**src/rtl/xadc_scan_ctrl.sv**
```systemverilog
// xadc_scan_ctrl
//   Polls two XADC auxiliary channels over the DRP after each end-of-conversion
//   pulse. Reads left then right, accumulates 2^AVG_LOG2 rounds, and publishes
//   the truncated mean of each channel as a zero-extended 12-bit value.
//
// Ports
//   CLK100MHZ    single clock, rising-edge
//   CPU_RESETN   asynchronous active-low reset
//   eoc_i        XADC end-of-conversion pulse (honoured only in IDLE)
//   den_o        DRP enable strobe
//   daddr_o      DRP address (holds last value between requests)
//   dwe_o, di_o  DRP write controls, tied off (read-only use)
//   do_i         DRP read data, conversion result in do_i[15:4]
//   drdy_i       DRP read-data-ready (honoured only in WAIT_L / WAIT_R)
//   dataL/dataR  averaged samples, zero-extended to 16 bits
//   data_valid   one-cycle strobe when dataL/dataR update
//   busy         high whenever the FSM is not in IDLE
//   timeout_err  sticky DRP timeout flag, cleared only by reset
module xadc_scan_ctrl #(
  parameter logic [6:0]  CH_L_ADDR   = 7'h13,
  parameter logic [6:0]  CH_R_ADDR   = 7'h12,
  parameter int unsigned AVG_LOG2    = 2,
  parameter int unsigned TIMEOUT_CYC = 255
) (
  input  logic        CLK100MHZ,
  input  logic        CPU_RESETN,
  input  logic        eoc_i,
  output logic        den_o,
  output logic [6:0]  daddr_o,
  output logic        dwe_o,
  output logic [15:0] di_o,
  input  logic [15:0] do_i,
  input  logic        drdy_i,
  output logic [15:0] dataL,
  output logic [15:0] dataR,
  output logic        data_valid,
  output logic        busy,
  output logic        timeout_err
);

  localparam int unsigned   AW    = 12 + AVG_LOG2;
  localparam int unsigned   RW    = AVG_LOG2 + 1;
  localparam logic [RW-1:0] RFULL = RW'(1 << AVG_LOG2);
  localparam logic [7:0]    TMO   = 8'(TIMEOUT_CYC);

  typedef enum logic [2:0] {
    IDLE,
    REQ_L,
    WAIT_L,
    REQ_R,
    WAIT_R,
    UPDATE
  } state_t;

  state_t        state, nstate;
  logic          rst_meta, rst_sync;
  logic [AW-1:0] acc_l, acc_r;
  logic [RW-1:0] rnd;
  logic [7:0]    wcnt;
  logic [11:0]   sample;
  logic [11:0]   avg_l, avg_r;
  logic          wait_st;
  logic          tmo_hit;
  logic          unused_lsbs;

  assign sample      = do_i[15:4];
  assign unused_lsbs = ^do_i[3:0];
  assign avg_l       = 12'(acc_l >> AVG_LOG2);
  assign avg_r       = 12'(acc_r >> AVG_LOG2);

  assign dwe_o = 1'b0;
  assign di_o  = '0;
  assign busy  = (state != IDLE);

  assign wait_st = (state == WAIT_L) || (state == WAIT_R);
  // A drdy_i arriving on the limit cycle still wins over the timeout.
  assign tmo_hit = wait_st && !drdy_i && (wcnt == TMO);

  // Reset release is re-timed through two flops; eoc_i is only honoured once
  // the synchroniser output is high, so the FSM cannot start a round on the
  // first edges after deassertion.
  always_ff @(posedge CLK100MHZ or negedge CPU_RESETN) begin
    if (!CPU_RESETN) begin
      rst_meta <= 1'b0;
      rst_sync <= 1'b0;
    end else begin
      rst_meta <= 1'b1;
      rst_sync <= rst_meta;
    end
  end

  always_ff @(posedge CLK100MHZ or negedge CPU_RESETN) begin
    if (!CPU_RESETN) begin
      state <= IDLE;
    end else begin
      state <= nstate;
    end
  end

  always_comb begin
    nstate = state;
    den_o  = 1'b0;
    case (state)
      IDLE: begin
        if (eoc_i && rst_sync) begin
          nstate = REQ_L;
        end
      end
      REQ_L: begin
        den_o  = 1'b1;
        nstate = WAIT_L;
      end
      WAIT_L: begin
        if (drdy_i) begin
          nstate = REQ_R;
        end else if (tmo_hit) begin
          nstate = IDLE;
        end
      end
      REQ_R: begin
        den_o  = 1'b1;
        nstate = WAIT_R;
      end
      WAIT_R: begin
        if (drdy_i) begin
          nstate = UPDATE;
        end else if (tmo_hit) begin
          nstate = IDLE;
        end
      end
      UPDATE: begin
        nstate = IDLE;
      end
      default: begin
        nstate = IDLE;
      end
    endcase
  end

  always_ff @(posedge CLK100MHZ or negedge CPU_RESETN) begin
    if (!CPU_RESETN) begin
      daddr_o     <= CH_L_ADDR;
      wcnt        <= '0;
      acc_l       <= '0;
      acc_r       <= '0;
      rnd         <= '0;
      dataL       <= '0;
      dataR       <= '0;
      data_valid  <= 1'b0;
      timeout_err <= 1'b0;
    end else begin
      data_valid <= 1'b0;

      // Address is loaded as the request state is entered so it is already
      // stable while den_o is high, and simply holds afterwards.
      if (nstate == REQ_L) begin
        daddr_o <= CH_L_ADDR;
      end else if (nstate == REQ_R) begin
        daddr_o <= CH_R_ADDR;
      end

      if ((state == REQ_L) || (state == REQ_R)) begin
        wcnt <= '0;
      end else if (wait_st && !drdy_i && !tmo_hit) begin
        wcnt <= wcnt + 8'd1;
      end

      case (state)
        WAIT_L: begin
          if (drdy_i) begin
            acc_l <= acc_l + AW'(sample);
          end
        end
        WAIT_R: begin
          if (drdy_i) begin
            acc_r <= acc_r + AW'(sample);
            rnd   <= rnd + RW'(1);
          end
        end
        UPDATE: begin
          if (rnd == RFULL) begin
            dataL      <= {4'h0, avg_l};
            dataR      <= {4'h0, avg_r};
            data_valid <= 1'b1;
            acc_l      <= '0;
            acc_r      <= '0;
            rnd        <= '0;
          end
        end
        default: begin
        end
      endcase

      // The partial round is thrown away so the next average is not skewed.
      if (tmo_hit) begin
        timeout_err <= 1'b1;
        acc_l       <= '0;
        acc_r       <= '0;
        rnd         <= '0;
      end
    end
  end

endmodule

```
**config.mk**
```make
export PLATFORM = sky130hd
export DESIGN_NAME = xadc_scan_ctrl
export DESIGN_NICKNAME = d
export VERILOG_FILES = /design/src/rtl/xadc_scan_ctrl.sv
export SDC_FILE = /design/constraint.sdc
export NUM_CORES = 1
export LEC_CHECK = 0
export BUFFER_PORTS_ARGS = -buffer_cell sky130_fd_sc_hd__buf_2
export CELL_PAD_IN_SITES_DETAIL_PLACEMENT = 1
export CELL_PAD_IN_SITES_GLOBAL_PLACEMENT = 1
export CORE_MARGIN = 4
export CORE_UTILIZATION = 40
export DETAILED_ROUTE_END_ITERATION = 8
export PLACE_DENSITY_LB_ADDON = 0.1
export SLEW_MARGIN = 40
export SYNTH_ARGS = -nofsm -noshare
export SYNTH_HDL_FRONTEND = slang
export SYNTH_SLANG_ARGS = --single-unit
```
**constraint.sdc**
```tcl
create_clock -name CLK100MHZ -period 2.81 [get_ports CLK100MHZ]
set_input_delay 0.7025 -clock CLK100MHZ [delete_from_list [all_inputs] [get_ports CLK100MHZ]]
set_output_delay 0.7025 -clock CLK100MHZ [all_outputs]
set_load 0.05 [all_outputs]
```
==> impl_metrics.sql, run 1 <==
INSERT INTO impl_metrics (metric_group, metric, value, unit) VALUES
('run_status', 'status', 'finished clean', ''),
('global_routing', 'grt_most_used_layer', 'met2', ''),
('yosys', 'number_of_enable_flip_flop_cells_after_synthesis', '0', ''),
('die', 'io-pin-count', '80', ''),
('global_routing', 'met1_usage', '21.7', '%'),
('power', 'net-switching-power', '1.95', 'mW'),
('power', 'combinational_power_share', '45.9', '%'),
('power', 'seq_power_share', '33.8', '%'),
('yosys', 'synth_simple_gate_area_share', '12.6', '%'),
('layout', 'multiInputGateArea', '2170', 'sq um'),
('layout', 'n_fill_cell', '1145', ''),
('critical_path', 'critical_path.n_buffers_inverters', '2', ''),
('clock_network', 'cts.root.buffer_cell', 'clkbuf_8', ''),
('critical_path', 'critPathRequiredTime', '3.05', 'ns'),
('global_routing', 'groute.usage.overall', '16.9', '%'),
('critical_path', 'worst_path_largest_cell_delay', '0.41', 'ns'),
('sta', 'setup_tns', '0', 'ns'),
('yosys', 'leading_register_cell_type_out_of_synthesis', 'dfrtp_1', ''),
('route', 'drt-total-wl', '9470', 'um'),
('yosys', 'synth_area', '4160', 'sq um'),
('sta', 'timing.max_slew.rel_slack', '49.7', '%'),
('clock_network', 'postCtsResizedCells', '0', ''),
('sta', 'timing.final.crit_period', '2.35', 'ns'),
('yosys', 'synthesis.instances', '398', ''),
('clock_network', 'clock_latency_at_the_later_pin_of_the_worst_skew_pair', '0.36', 'ns'),
('power', 'power.share.switching', '42.0', '%'),
('sta', 'finalCritPeriodShare', '83.6', '%'),
('power', 'p_clk_share', '20.3', '%'),
('yosys', 'post_synth_mux_area_share', '7.22', '%'),
('die', 'floorplan.die.width', '110', 'um'),
('sta', 'hold_viol_final', '0', ''),
('hold_path', 'timing.hold.worst.class', 'in -> async', ''),
('layout', 'finalNetCount', '498', ''),
('layout', 'n_antenna_cell', '0', ''),
('yosys', 'synth_xor_area_share', '4.00', '%'),
('power', 'power', '4.64', 'mW'),
('die', 'start_util', '41.8', '%'),
('sta', 'worstMarginPinSlew', '0.753', 'ns'),
('critical_path', 'cpLargestDelayFamily', 'compound AO/OA/AOI/OAI gates', ''),
('sta', 'unrepaired_setup_endpoints_after_global_routing', 'false', ''),
('layout', 'drive_above_1_share', '21.6', '%'),
('yosys', 'largest_family_of_logic_cells_by_synthesized_area', 'compound AO/OA/AOI/OAI gates', ''),
('critical_path', 'cp.depth', '10', ''),
('global_routing', 'grt_use_met2', '27.8', '%'),
('clock_network', 'clock_tree.htree_level_count', '3', ''),
('global_routing', 'grt.met3_usage', '3.46', '%'),
('yosys', 'synth-seq-cells', '71', ''),
('sta', 'clock_skew', '0.0100', 'ns'),
('place', 'place.detailed.hpwl', '6940', 'um'),
('critical_path', 'startpoint_type_of_the_worst_setup_path', 'primary input', ''),
('place', 'gp_congestion', '0.767', ''),
('sta', 'final_critical_path_setup_slack', '0.459', 'ns'),
('run', 'maxCapViolCount', '0', ''),
('critical_path', 'worstSetupPathType', 'in -> reg', ''),
('global_routing', 'grt_first_pass_wirelength', '15700', 'um'),
('critical_path', 'crit_path_top_delay_cell', 'fa_1', ''),
('clock_network', 'clock_tree.buffer_depth', '2', ''),
('route', 'dr_iter_0_viols', '47', ''),
('place', 'pre_cts_slack', '0.115', 'ns'),
('critical_path', 'crit_path_max_fanout', '3', ''),
('global_routing', 'initial_antenna_violation_count', '0', ''),
('layout', 'area_delta_synth_final', '12.1', '%'),
('clock_network', 'clk_pin_slew_worst_paths', '0.07', 'ns'),
('die', 'die_h', '110', 'um'),
('route', 'detailedRoute.firstPassIterationCount', '4', ''),
('layout', 'layout.area.seq', '1780', 'sq um'),
('place', 'placedInstanceArea', '4440', 'sq um'),
('power', 'worst_ir_drop_vdd', '522', 'uV'),
('clock_network', 'cts_sinks', '71', ''),
('route', 'drc_errors', '0', ''),
('critical_path', 'crit_end_element', 'flip-flop', '');
[logic make-up after synthesis]
group / Yosys count
AO/OA/AOI/OAI: 103
AND/OR/NAND/NOR: 97
flip-flops: 71
buffers and inverters: 50
adder cells (fa/ha/maj): 29
multiplexers: 27
XOR/XNOR: 19
other: 2
[synth_stat cells, drive strengths merged, types with 8 or more instances]
library cell	number	area [sq um]
inv	9	33.8
o21ai	33	165
dfrtp	70	1750
or3	8	50.1
xor2	13	114
nor3	9	61.3
ha	27	338
nand2	31	119
o21a	8	60.1
mux2	24	270
nor2	19	71.3
buf	38	282
a21oi	21	105
[power groups by stage]
stage | clock [mW] | sequential, mW | combinational [mW]
global route | 1.01 | 1.61 | 2.40
floorplan | 0 | 1.63 | 1.60
global placement | 0 | 1.58 | 2.06
CTS | 0.965 | 1.57 | 2.16
finish | 0.942 | 1.57 | 2.13
detailed placement | 0 | 1.59 | 2.14
[registers in the layout, indices dropped and copies added, names as in the netlist]
register	cells
timeout_err	1
data_valid	1
acc_r	14
rst_meta	1
rst_sync	1
acc_l	14
daddr_o	1
state	3
dataL	12
wcnt	8
rnd	3
dataR	12
[final cells by class]
type | count | area share (%)
multi-input cells | 307 | 46.6
inverters | 9 | 0.725
clock buffers | 13 | 3.41
repair buffers | 51 | 6.12
clock inverters | 3 | 1.40
well taps | 133 | 3.57
flip-flops and latches | 71 | 38.1
[metal layers]
layer | wire length, um | vias up
li1 | - | 1479
met1 | 4430 | 1511
met2 | 4500 | 56
met3 | 383 | 14
met4 | 164 | 0
met5 | 0 | -
[per-stage QoR]
stage	cells	hold WS, ns
4_1_cts	587	0.356
3_3_place_gp	571	0.339
5_1_grt	587	0.364
2_1_floorplan	428	0.331
3_5_place_dp	571	0.339
6_report	587	0.340
[worst reg2reg max path, cell delays in order (launching register included)]
cell and delay, ns:
dfrtp_1 0.36, ha_1 0.19, inv_1 0.06, fa_1 0.41, nor2b_1 0.24, o31a_1 0.24, a21oi_1 0.09, a21boi_0 0.20
o21ai_0 0.10, a32o_1 0.26
[placed cells by master (no fill, tap or decap), drive strengths merged, types with 13 or more instances in the layout]
cell type	count
dfrtp	70
buf	51
o21ai	33
conb	32
nand2	31
ha	27
mux2	24
a21oi	21
nor2	19
xor2	13
clkbuf	13
[path summary, 6_finish.rpt]
path                               to  slack (ns)        from
min in group CLK100MHZ       rst_sync        0.35    rst_meta
hold / removal               acc_l[7]        0.34  CPU_RESETN
hold reg to reg              rst_sync        0.35    rst_meta
max in group asynchronous  daddr_o[0]        2.09  CPU_RESETN
setup reg to reg            acc_l[10]        0.55    acc_l[0]
setup / recovery            acc_l[10]        0.46     do_i[4]
No activity file was read; power rests on OpenSTA's default activity.
==> run 2, diff against run 1 <==
- clock period: 2.81 -> 2.4 ns (I/O delays scaled with it)
==> run 2 against run 1 <==
Compared with the run above: clock skew increased by 0.00060 ns; worst hold slack got worse by 0.14 ns; global-route usage increased by 0.89 points; worst setup slack got worse by 0.27 ns; flip-flop and latch count unchanged; register-to-register slack got worse by 0.36 ns; power increased by 20%; clock power increased by 5.1%; die area unchanged; clock-buffer cell count decreased by 3; final area increased by 3.4%; largest cell class unchanged.
==> impl_metrics.sql, run 2 (synthesized netlist as in run 1, its figures left out) <==
INSERT INTO impl_metrics (metric_group, metric, value, unit) VALUES
('critical_path', 'timing.critical_path.arrival', '2.44', 'ns'),
('layout', 'drive_above_1_share', '26.2', '%'),
('critical_path', 'worstSetupPathType', 'reg -> reg', ''),
('sta', 'finalCritPeriodShare', '91.9', '%'),
('critical_path', 'cpLargestDelayFamily', 'compound AO/OA/AOI/OAI gates', ''),
('sta', 'worstMarginPinSlew', '0.746', 'ns'),
('global_routing', 'pin_count_of_the_biggest_net_entering_global_routing', '34', ''),
('layout', 'final_cell_mix', 'dfrtp_1, buf_2, o21ai_0, conb_1', ''),
('global_routing', 'vias_in_the_first_global_route', '3323', ''),
('critical_path', 'critical_path.n_buffers_inverters', '0', ''),
('route', 'via_density_per_instance', '5.18', ''),
('run_status', 'status', 'finished clean', ''),
('clock_network', 'clk_pin_slew_worst_paths', '0.09', 'ns'),
('sta', 'setup_violations', '0', ''),
('clock_network', 'tritoncts.num_buffers', '9', ''),
('global_routing', 'grt_first_pass_wirelength', '16600', 'um'),
('place', 'io_buffers', '44', ''),
('hold_path', 'timing.hold.worst.class', 'in -> async', ''),
('power', 'power.leakage', '2.45', 'nW'),
('layout', 'n_antenna_cell', '0', ''),
('clock_network', 'cts_hold_buf', '0', ''),
('route', 'drc_errors', '0', ''),
('layout', 'area_delta_synth_final', '15.8', '%'),
('layout', 'layout.cells.most_common', 'dfrtp_1', ''),
('critical_path', 'cp-startpoint', 'acc_l[2]', ''),
('global_routing', 'initial_antenna_violation_count', '0', ''),
('layout', 'layout.area.seq', '1780', 'sq um'),
('clock_network', 'clock_latency_at_the_later_pin_of_the_worst_skew_pair', '0.35', 'ns'),
('clock_network', 'cts_sinks', '71', ''),
('critical_path', 'startpoint_type_of_the_worst_setup_path', 'flip-flop', ''),
('power', 'powerDensity', '1150', 'nW/um^2'),
('clock_network', 'clock_tree.buffer_depth', '2', ''),
('global_routing', 'grt_use_met2', '28.8', '%'),
('critical_path', 'worstPathCellList', 'ha_1, o21ai_0, o21ai_1, nand3_1, a21boi_0, or3_1, a32o_1', ''),
('sta', 'timing.final.crit_period', '2.21', 'ns'),
('sta', 'finalMaxSlewViolations', '0', ''),
('die', 'floorplan.die.width', '110', 'um'),
('route', 'vias', '3168', ''),
('global_routing', 'met1_usage', '24.1', '%'),
('die', 'die_area', '12100', 'sq um'),
('clock_network', 'cts.root.buffer_cell', 'clkbuf_8', ''),
('die', 'io-pin-count', '80', ''),
('clock_network', 'clock_tree.htree_level_count', '3', ''),
('critical_path', 'crit_path_max_fanout', '3', ''),
('layout', 'n_fill_cell', '1138', ''),
('sta', 'clock_skew', '0.0106', 'ns'),
('sta', 'hold_viol_final', '0', ''),
('layout', 'finalNetCount', '522', ''),
('sta', 'fmax', '0.453', 'GHz'),
('route', 'antenna_violating_nets_remaining', '0', ''),
('critical_path', 'worst_path_largest_cell_delay', '0.41', 'ns'),
('die', 'rows', '36', ''),
('global_routing', 'grt_total_ovfl', '0', ''),
('route', 'drt-total-wl', '9860', 'um'),
('global_routing', 'groute.usage.overall', '17.8', '%'),
('critical_path', 'worstReg2RegStart', 'acc_l[2]', ''),
('power', 'power', '5.54', 'mW'),
('sta', 'setup_tns', '0', 'ns'),
('critical_path', 'critPathRequiredTime', '2.63', 'ns'),
('layout', 'reg_top3', 'acc_l x14, acc_r x14', ''),
('power', 'worst_ir_drop_vdd', '576', 'uV'),
('clock_network', 'tritoncts', 'done', ''),
('route', 'detailedRoute.firstPassIterationCount', '4', ''),
('global_routing', 'grt_most_used_layer', 'met2', ''),
('place', 'place.detailed.hpwl', '7330', 'um'),
('die', 'die_h', '110', 'um'),
('layout', 'multiInputGateArea', '2180', 'sq um'),
('die', 'start_util', '41.8', '%'),
('run', 'maxCapViolCount', '0', ''),
('die', 'core-area', '9950', 'sq um'),
('sta', 'unrepaired_setup_endpoints_after_global_routing', 'false', ''),
('sta', 'timing.max_slew.rel_slack', '50.1', '%'),
('critical_path', 'crit_path_top_delay_cell', 'dfrtp_1', ''),
('place', 'gp_congestion', '0.783', ''),
('critical_path', 'crit_end_element', 'flip-flop', ''),
('route', 'dr_iter_0_viols', '87', ''),
('route', 'route.detailed.wl_per_inst', '16.1', 'um'),
('global_routing', 'grt.met3_usage', '2.76', '%');
==> run 2: cell count changes in the layout (fill, tap and decap cells not counted), sizes merged <==
| cell | delta |
|---|---|
| buf | +24 |
| clkinv | +2 |
| clkinvlp | +2 |
| clkbuf | -3 |
| bufinv | -1 |
==> run 2: final timing paths <==
check | cells after the start | endpoint | slack (ns)
worst min register to register | 0 | rst_sync | 0.35
min in group CLK100MHZ | 0 | rst_sync | 0.35
worst max register to register | 7 | acc_l[11] | 0.19
worst min-delay path | 1 | dataL[5] | 0.20
worst max-delay path | 7 | acc_l[11] | 0.19
max in group asynchronous | 2 | dataL[8] | 1.53
==> run 2: layout make-up <==
class                      count  area share [%]
clock buffer                  10            2.86
clock inverter                 6            1.25
inverter                       9           0.701
multi-input combinational    307            45.2
sequential                    71            36.9
tap                          133            3.45
timing repair buffer          75            9.66
==> run 2: through the flow <==
step / cells / hold WS (ns) / util (%) / area, sq um / worst slack, ns
floorplan: 428 / 0.304 / - / 4270 / 0.167
global placement: 595 / 0.338 / 46.3 / 4610 / -0.120
detailed placement: 595 / 0.337 / 46.4 / 4620 / -0.202
CTS: 611 / 0.199 / 48.4 / 4810 / 0.133
global route: 611 / 0.211 / 48.4 / 4820 / 0.0142
finish: 611 / 0.200 / 48.4 / 4820 / 0.194
==> run 2: worst register-to-register path: stages (launching register included) <==
cell,delay [ns]
dfrtp_1,0.41
ha_1,0.32
o21ai_0,0.38
o21ai_1,0.16
nand3_1,0.14
a21boi_0,0.12
or3_1,0.31
a32o_1,0.26
==> run 2: report_power, final <==
part	internal, mW	total (mW)	switching [mW]	leakage [nW]
Clock	0.503	0.990	0.487	0.0981
Sequential	1.53	1.83	0.291	0.937
Combinational	1.14	2.73	1.59	1.42
Total	3.18	5.54	2.36	2.45
==> run 2: per-layer routing <==
metal  wire length, um  part of all wire, %
met1              4690                   48
met2              4650                   47
met3               358                  3.6
met5                 0                    0
met4               155                  1.6
==> run 2: timing repair <==
action | in CTS | in global routing
gates resized for setup | 0 | 1
setup endpoints to repair | 0 | 1
buffers inserted | 0 | 0
